===== config.mk =====
export PLATFORM = sky130hd
export DESIGN_NAME = fetch_stage_flat
export DESIGN_NICKNAME = d
export VERILOG_FILES = /design/src/rtl/fetch_stage_if.sv /design/src/rtl/fetch_stage.sv /design/src/flat_wrapper.sv
export SDC_FILE = /design/constraint.sdc
export NUM_CORES = 1
export LEC_CHECK = 0
export BUFFER_PORTS_ARGS = -buffer_cell sky130_fd_sc_hd__buf_4
export CAP_MARGIN = 20
export CORE_MARGIN = 4
export CORE_UTILIZATION = 48
export CTS_CLUSTER_SIZE = 24
export DETAILED_ROUTE_END_ITERATION = 10
export PLACE_DENSITY = 0.86
export SYNTH_ARGS = -nofsm -noshare
export SYNTH_HDL_FRONTEND = slang
export SYNTH_SLANG_ARGS = --single-unit

===== constraint.sdc =====
create_clock -name clk -period 5.8 [get_ports clk]
set_clock_uncertainty 0.05 [all_clocks]
set_input_delay 0.58 -clock clk [delete_from_list [all_inputs] [get_ports clk]]
set_output_delay 0.58 -clock clk [all_outputs]
set_load 0.005 [all_outputs]

===== src/rtl/fetch_stage_if.sv =====
// Instruction-memory request/response bus between the fetch stage and imem.
// The fetch stage drives the master side; the memory model drives the slave side.
interface fetch_stage_if #(
    parameter int ADDR_W  = 32,
    parameter int INSTR_W = 32
);
    logic               req;
    logic [ADDR_W-1:0]  addr;
    logic [INSTR_W-1:0] rdata;
    logic               ready;

    modport master (output req, output addr, input rdata, input ready);
    modport slave  (input req, input addr, output rdata, output ready);
endinterface


===== src/rtl/fetch_stage.sv =====
// Instruction-fetch stage with IF/ID register, variable-latency imem and branch redirect.
// Optional FETCH_PERF_CNT_EN adds a stall_cycles counter of bubbles caused by waits/redirects.
module fetch_stage #(
    parameter int              ADDR_W   = 32,
    parameter int              INSTR_W  = 32,
    parameter logic [ADDR_W-1:0] RESET_PC = '0,
    parameter int              PC_STEP  = 4
) (
    input  logic               clk,
    input  logic               rst,
    input  logic               freeze,
    input  logic               branch_taken,
    input  logic [ADDR_W-1:0]  branch_addr,
    fetch_stage_if.master      imem,
    output logic [ADDR_W-1:0]  pc_out,
    output logic [INSTR_W-1:0] instr_out,
    output logic               valid_out
`ifdef FETCH_PERF_CNT_EN
    ,
    output logic [31:0]        stall_cycles
`endif
);

    typedef enum logic {FETCH, REDIRECT} state_t;

    state_t             state, state_nxt;
    logic [ADDR_W-1:0]  pc, pc_nxt;
    logic [ADDR_W-1:0]  redirect_addr, redirect_addr_nxt;
    logic [ADDR_W-1:0]  pc_out_nxt;
    logic [INSTR_W-1:0] instr_out_nxt;
    logic               valid_out_nxt;
    logic [ADDR_W-1:0]  pc_inc;

    assign pc_inc = pc + ADDR_W'(PC_STEP);

    // Address comes straight from the PC register so it never depends on this cycle's inputs.
    assign imem.req  = !rst;
    assign imem.addr = pc;

    always_ff @(posedge clk) begin
        if (rst) begin
            state         <= FETCH;
            pc            <= RESET_PC;
            redirect_addr <= '0;
            pc_out        <= '0;
            instr_out     <= '0;
            valid_out     <= 1'b0;
        end else begin
            state         <= state_nxt;
            pc            <= pc_nxt;
            redirect_addr <= redirect_addr_nxt;
            pc_out        <= pc_out_nxt;
            instr_out     <= instr_out_nxt;
            valid_out     <= valid_out_nxt;
        end
    end

    always_comb begin
        state_nxt         = state;
        pc_nxt            = pc;
        redirect_addr_nxt = redirect_addr;
        pc_out_nxt        = pc_out;
        instr_out_nxt     = instr_out;
        valid_out_nxt     = valid_out;

        case (state)
            FETCH: begin
                if (branch_taken) begin
                    pc_out_nxt    = '0;
                    instr_out_nxt = '0;
                    valid_out_nxt = 1'b0;
                    // An outstanding request cannot be cancelled, so park the target until it completes.
                    if (imem.ready) begin
                        pc_nxt = branch_addr;
                    end else begin
                        redirect_addr_nxt = branch_addr;
                        state_nxt         = REDIRECT;
                    end
                end else if (freeze) begin
                    pc_nxt = pc;
                end else if (imem.ready) begin
                    pc_out_nxt    = pc_inc;
                    instr_out_nxt = imem.rdata;
                    valid_out_nxt = 1'b1;
                    pc_nxt        = pc_inc;
                end else begin
                    pc_out_nxt    = '0;
                    instr_out_nxt = '0;
                    valid_out_nxt = 1'b0;
                end
            end
            REDIRECT: begin
                pc_out_nxt    = '0;
                instr_out_nxt = '0;
                valid_out_nxt = 1'b0;
                if (branch_taken) begin
                    redirect_addr_nxt = branch_addr;
                end
                if (imem.ready) begin
                    pc_nxt    = branch_taken ? branch_addr : redirect_addr;
                    state_nxt = FETCH;
                end
            end
            default: begin
                state_nxt = FETCH;
            end
        endcase
    end

`ifdef FETCH_PERF_CNT_EN
    logic stall_event;

    // Branch flushes in FETCH are deliberately excluded; only wait and redirect bubbles count.
    assign stall_event = (state == REDIRECT) ||
                         (state == FETCH && !branch_taken && !freeze && !imem.ready);

    always_ff @(posedge clk) begin
        if (rst) begin
            stall_cycles <= '0;
        end else if (stall_event) begin
            stall_cycles <= stall_cycles + 32'd1;
        end
    end
`endif

endmodule


===== src/flat_wrapper.sv =====
// flat-port wrapper written by rule: the top's interface ports become plain ports
module fetch_stage_flat 
#(
    parameter int              ADDR_W   = 32,
    parameter int              INSTR_W  = 32,
    parameter logic [ADDR_W-1:0] RESET_PC = '0,
    parameter int              PC_STEP  = 4
)
  (clk, rst, freeze, branch_taken, branch_addr, pc_out, instr_out, valid_out, imem_req, imem_addr, imem_rdata, imem_ready);
  fetch_stage_if #(.ADDR_W(ADDR_W), .INSTR_W(INSTR_W)) imem_i ();
  input  logic clk;
  input  logic rst;
  input  logic freeze;
  input  logic branch_taken;
  input  logic [ADDR_W-1:0] branch_addr;
  output logic [ADDR_W-1:0] pc_out;
  output logic [INSTR_W-1:0] instr_out;
  output logic valid_out;
  output wire logic [$bits(imem_i.req)-1:0] imem_req;
  output wire logic [$bits(imem_i.addr)-1:0] imem_addr;
  input wire logic [$bits(imem_i.rdata)-1:0] imem_rdata;
  input wire logic [$bits(imem_i.ready)-1:0] imem_ready;
  assign imem_req = imem_i.req;
  assign imem_addr = imem_i.addr;
  assign imem_i.rdata = imem_rdata;
  assign imem_i.ready = imem_ready;
  fetch_stage #(.ADDR_W(ADDR_W), .INSTR_W(INSTR_W), .RESET_PC(RESET_PC), .PC_STEP(PC_STEP)) u_core (.clk(clk), .rst(rst), .freeze(freeze), .branch_taken(branch_taken), .branch_addr(branch_addr), .imem(imem_i), .pc_out(pc_out), .instr_out(instr_out), .valid_out(valid_out));
endmodule

; Word level (Yosys, flattened, before mapping)
; Index checks and enable logic that the tools add are counted.
[op_classes]
n_reduce_logical = 3
n_bitwise = 1
n_mux = 25
addsub = 1
eq_ne = 5
[ops]
columns = cell, n
row1 = 32-bit two-way mux, 14
row2 = 32-bit case mux with 2 select lines, 4
row3 = "32-bit by 3-bit adder with 32-bit output, second input constant", 1
row4 = "2-bit inequality test, second input constant", 4
row5 = 1-bit two-way mux, 5
row6 = 1-bit case mux with 2 select lines, 2
row7 = "3-bit inequality test, second input constant", 1
row8 = 3-bit AND reduction, 1
row9 = 2-bit AND reduction, 1
row10 = 1-bit logical NOT, 1
row11 = 1-bit inverter, 1
[totals]
register_bits = 130
output_inout_bits = 98
input_bits = 69
elab_cells = 41

; Longest topological paths before layout
[depth]
word_depth = 5
ltp_mapped = 7
ltp_nobuf = 5

; Worst setup path before layout
; OpenSTA, ideal clock, no wires.
[synth_path]
path_kind = input to register
start = input port branch_taken
end = register u_core.pc[26] (netlist: u_core.imem.addr[26])
required_time_ns = 5.644
stages = 4
setup_slack_ns = 3.763
n_path_buf = 0
setup_ns = 0.106
arrival_ns = 1.881
cell_sequence = or4b_1 > or3_1 > or4_1 > o311ai_0
[synth_via]
elab_chain_cells = 3
word_cells_on_any_way = 6
classes_between = 1 x eq/ne / 4 x mux / 1 x reduce/logical
[synth_rtl]
columns = element, line_no
row1 = from (decl), flat_wrapper.sv:14  ; input logic branch_taken;
row2 = 32-bit two-way mux, n/a
row3 = 32-bit two-way mux, fetch_stage.sv:99  ; if (imem.ready) begin
row4 = 32-bit case mux with 2 select lines, fetch_stage.sv:66  ; case (state)
row5 = to (signal assigned), fetch_stage.sv:50  ; pc <= pc_nxt;
row6 = to (decl), fetch_stage.sv:27  ; logic [ADDR_W-1:0] pc, pc_nxt;
; Several ways; a longest one is shown, not always the timed one. The select of a mux whose other input is x is not followed.
; A chain may end at the register's enable or synchronous reset.

; Worst setup path in the final report
[layout_path]
start = register u_core.state
end = register u_core.pc[26] (netlist: u_core.imem.addr[26])
[layout_via]
elab_chain_cells = 3
word_cells_on_any_way = 6
classes_between = 3 x eq/ne / 1 x mux / 1 x bitwise / 1 x reduce/logical
[layout_rtl]
columns = element, line_no
row1 = from (decl), fetch_stage.sv:26  ; state_t state, state_nxt;
row2 = from (signal assigned), fetch_stage.sv:49  ; state <= state_nxt;
row3 = 1-bit inverter, fetch_stage.sv:66
row4 = 3-bit inequality test (no source line) or 2-bit inequality test (tied branches), n/a
row5 = 3-bit AND reduction (no source line), n/a
; Several ways; a longest one is shown, not always the timed one.

==> impl_metrics.json <==
{
  "grt_pass1_vias": 5837,
  "setup_viol": 0,
  "cts_max_level": 4,
  "syn_to_final_growth_pct": 30.6,
  "drv_cap": 0,
  "wl_um": 19300,
  "grt_pass1_wl_um": 30800,
  "grt_setup_unrepaired": "no",
  "vdd_drop_max_mv": 0.182,
  "netlist_area_mm2": 0.00600,
  "synth_area_per_cell_um2": 7.83,
  "cts_resized": 0,
  "crit_family": "compound AO/OA/AOI/OAI gates",
  "cts-root-buf": "clkbuf_16",
  "path_clk_slew_ns": 0.05,
  "clockBufferDepth": 2,
  "antenna_found_initial": 0,
  "post_drt_via_cell_ratio": 6.08,
  "status": "finished, final reports clean",
  "hpwl_um": 13300,
  "pre_cts_slack_ns": 3.08,
  "dr.pass1.iters": 6,
  "multi_input_area_mm2": 0.00312,
  "seqPwrFrac": 0.440,
  "pwr-share-clk": 0.453,
  "cts_setup_buffers": 0,
  "finalWorstSetupSlack_ns": 2.93,
  "grt_overflow": 0,
  "cts_hold_buf": 0,
  "rows": 40,
  "fp.dieH_um": 120,
  "clock_latency_ns": 0.41,
  "setup.worst_path.class": "reg -> reg",
  "fin_util": 0.647,
  "ys_ff_latch": 130,
  "min_from": "imem_rdata[0]",
  "p_leak_uw": 0.00304,
  "post_dp_cell_area_mm2": 0.00729,
  "finalCriticalPeriod_ns": 2.87,
  "grt_util_met3": 0.0697,
  "fmax_mhz": 348,
  "synth_nets": 836,
  "async_flop_share": 0,
  "crit_buf_inv": 2,
  "die-area_mm2": 0.0144,
  "arrival_ns": 3.11,
  "fin_crit_sh": 0.495,
  "yosys_warnings": 0,
  "wire_per_inst_um": 18.0,
  "holdPathStages": 3,
  "route.detailed.drc": 0,
  "gr-usage-met2": 0.392,
  "rr_worst_depth": 6,
  "grt.busiest_layer": "met2",
  "crit_path_max_incr_delay_ns": 0.96,
  "portBuffers": 166,
  "first_iter_violations": 886,
  "drive_gt1_frac": 0.239,
  "crit_required_ns": 6.04,
  "synth.yosys.seq_area_share": 0.434,
  "synthCells": 766,
  "setup-tns-final_ns": 0,
  "coreArea_mm2": 0.0121,
  "regArea_mm2": 0.00260,
  "p_int_uw": 1650,
  "tightest_slew_ns": 1.17,
  "power_switching_share": 0.247,
  "min_path_type": "in -> reg",
  "reg2reg_to": "u_core.imem.addr[26]",
  "design_area_mm2": 0.00783,
  "cts_tree": "done",
  "cts_inserted_buffers": 17,
  "slew_headroom": 0.200,
  "cp_common_cell": "buf_4",
  "vias": 6523,
  "met1_usage": 0.370,
  "p_per_area_mw_per_mm2": 280,
  "critical_path.max_fanout": 40,
  "io_pins": 167,
  "grt_max_degree": 70,
  "synth_edf_count": 0,
  "die_x_um": 120,
  "synth-main-ff-cell": "dfxtp_1",
  "filler_cell_count": 1070,
  "start_kind": "flip-flop",
  "synth_cell_types": 62,
  "most-common-layout-cells": "buf_4 (176), nand2_1 (157), dfxtp_1 (130), a21oi_1 (59), nor2_1 (56)",
  "regToRegSetupSlack_ns": 2.93,
  "switchingPower_uw": 541,
  "cp-end-kind": "flip-flop",
  "layout_commonest_cell": "buf_4",
  "diodes": 0,
  "slew_violations": 0,
  "routabilityCongestion": 0.932,
  "hold_viol": 0,
  "worst_path_max_delay_cell": "a2111oi_0",
  "whs_endpoint": "u_core.instr_out[0]",
  "clock-sinks": 130,
  "cp_cell_sequence": "buf_4, nor3b_2, buf_4, a2111oi_0, a31oi_1, o311ai_0",
  "pwr-share-comb": 0.107,
  "r2r-start": "u_core.state",
  "final_antenna_net_count": 0,
  "grt_use_total": 0.264,
  "start_util": 0.495,
  "final_nets": 964
}
[power groups by stage]
stage	Clock (µW)	Sequential, µW	Combinational (µW)
final	995	966	234
after global routing	1040	970	254
after CTS	1000	964	230
after detailed placement	0	982	228
after global placement	0	982	224
after floorplan	0	970	124
[metrics by stage]
stage | instances | total power (µW) | hold WS (ns)
after floorplan | 766 | 1090 | 0.381
after global placement | 1043 | 1210 | 0.388
after detailed placement | 1043 | 1210 | 0.392
after CTS | 1073 | 2190 | 0.358
after global routing | 1073 | 2270 | 0.359
final | 1073 | 2190 | 0.364
[flip-flops by register name (all words and copies together) (netlist names)]
name                  cells
u_core.state              1
u_core.pc_out            32
u_core.valid_out          1
u_core.instr_out         32
u_core.redirect_addr     32
u_core.imem.addr         32
[routing by layer]
metal / vias to the layer above / share of wire
li1: 3038 / -
met5: - / 0
met1: 3002 / 0.42
met2: 423 / 0.45
met3: 60 / 0.11
met4: 0 / 0.024
[cell families after synthesis]
kind of cell | count (synthesis) | share of synthesized area
compound gates | 213 | 0.235
xor+xnor | 11 | 0.0161
fa+ha+maj | 1 | 0.00209
buf+inv | 76 | 0.0501
flops | 130 | 0.434
mux | 2 | 0.00334
simple gates | 333 | 0.260
[worst min-delay path: stages]
cell and delay [ns]:
buf_4 0.08, a22oi_1 0.06, nor2_1 0.07
[how the worst max path moves through the flow]
stage	startpoint	to	depth (start not counted)
floorplan	branch_taken	u_core.imem.addr[26]	4
global placement	branch_taken	u_core.pc_out[24]	5
detailed placement	branch_taken	u_core.imem.addr[26]	5
CTS	u_core.state	u_core.imem.addr[26]	6
global route	u_core.state	u_core.imem.addr[26]	6
finish	u_core.state	u_core.imem.addr[26]	6
[area by class of cell]
cell class                      count  area share
Clock inverter                      6     0.00703
Timing Repair Buffer              176       0.169
Sequential cell                   130       0.332
Clock buffer                       24      0.0628
Multi-Input combinational cell    560       0.398
Tap cell                          168      0.0268
Inverter                            9     0.00431
[Yosys cell counts, drive strengths merged, types with 2 or more instances]
library cell	instances	share of area
nor2	57	0.036
a31oi	9	0.0094
nor2b	5	0.0052
a211oi	5	0.0063
nor3b	2	0.0025
or4	7	0.0088
o22ai	5	0.0052
a311o	2	0.0033
o32ai	3	0.0044
nand2b	2	0.0021
o2111ai	3	0.0044
nand4	16	0.017
a221oi	3	0.0044
o311ai	15	0.022
nor4	8	0.010
buf	17	0.013
a2111oi	3	0.0044
o21ai	33	0.028
nand3	32	0.028
nand3b	3	0.0038
o31ai	4	0.0050
a21oi	60	0.050
xor2	2	0.0029
o211ai	18	0.023
dfxtp	130	0.43
or3	6	0.0063
mux2i	2	0.0033
nand4b	2	0.0029
xnor2	9	0.013
nand2	157	0.098
and4	5	0.0073
inv	6	0.0038
a22oi	35	0.044
clkinv	3	0.0019
o311a	2	0.0033
or2	2	0.0021
clkbuf	50	0.031
and3	8	0.0083
nor3	17	0.014
(Power assumes the default switching activity.)
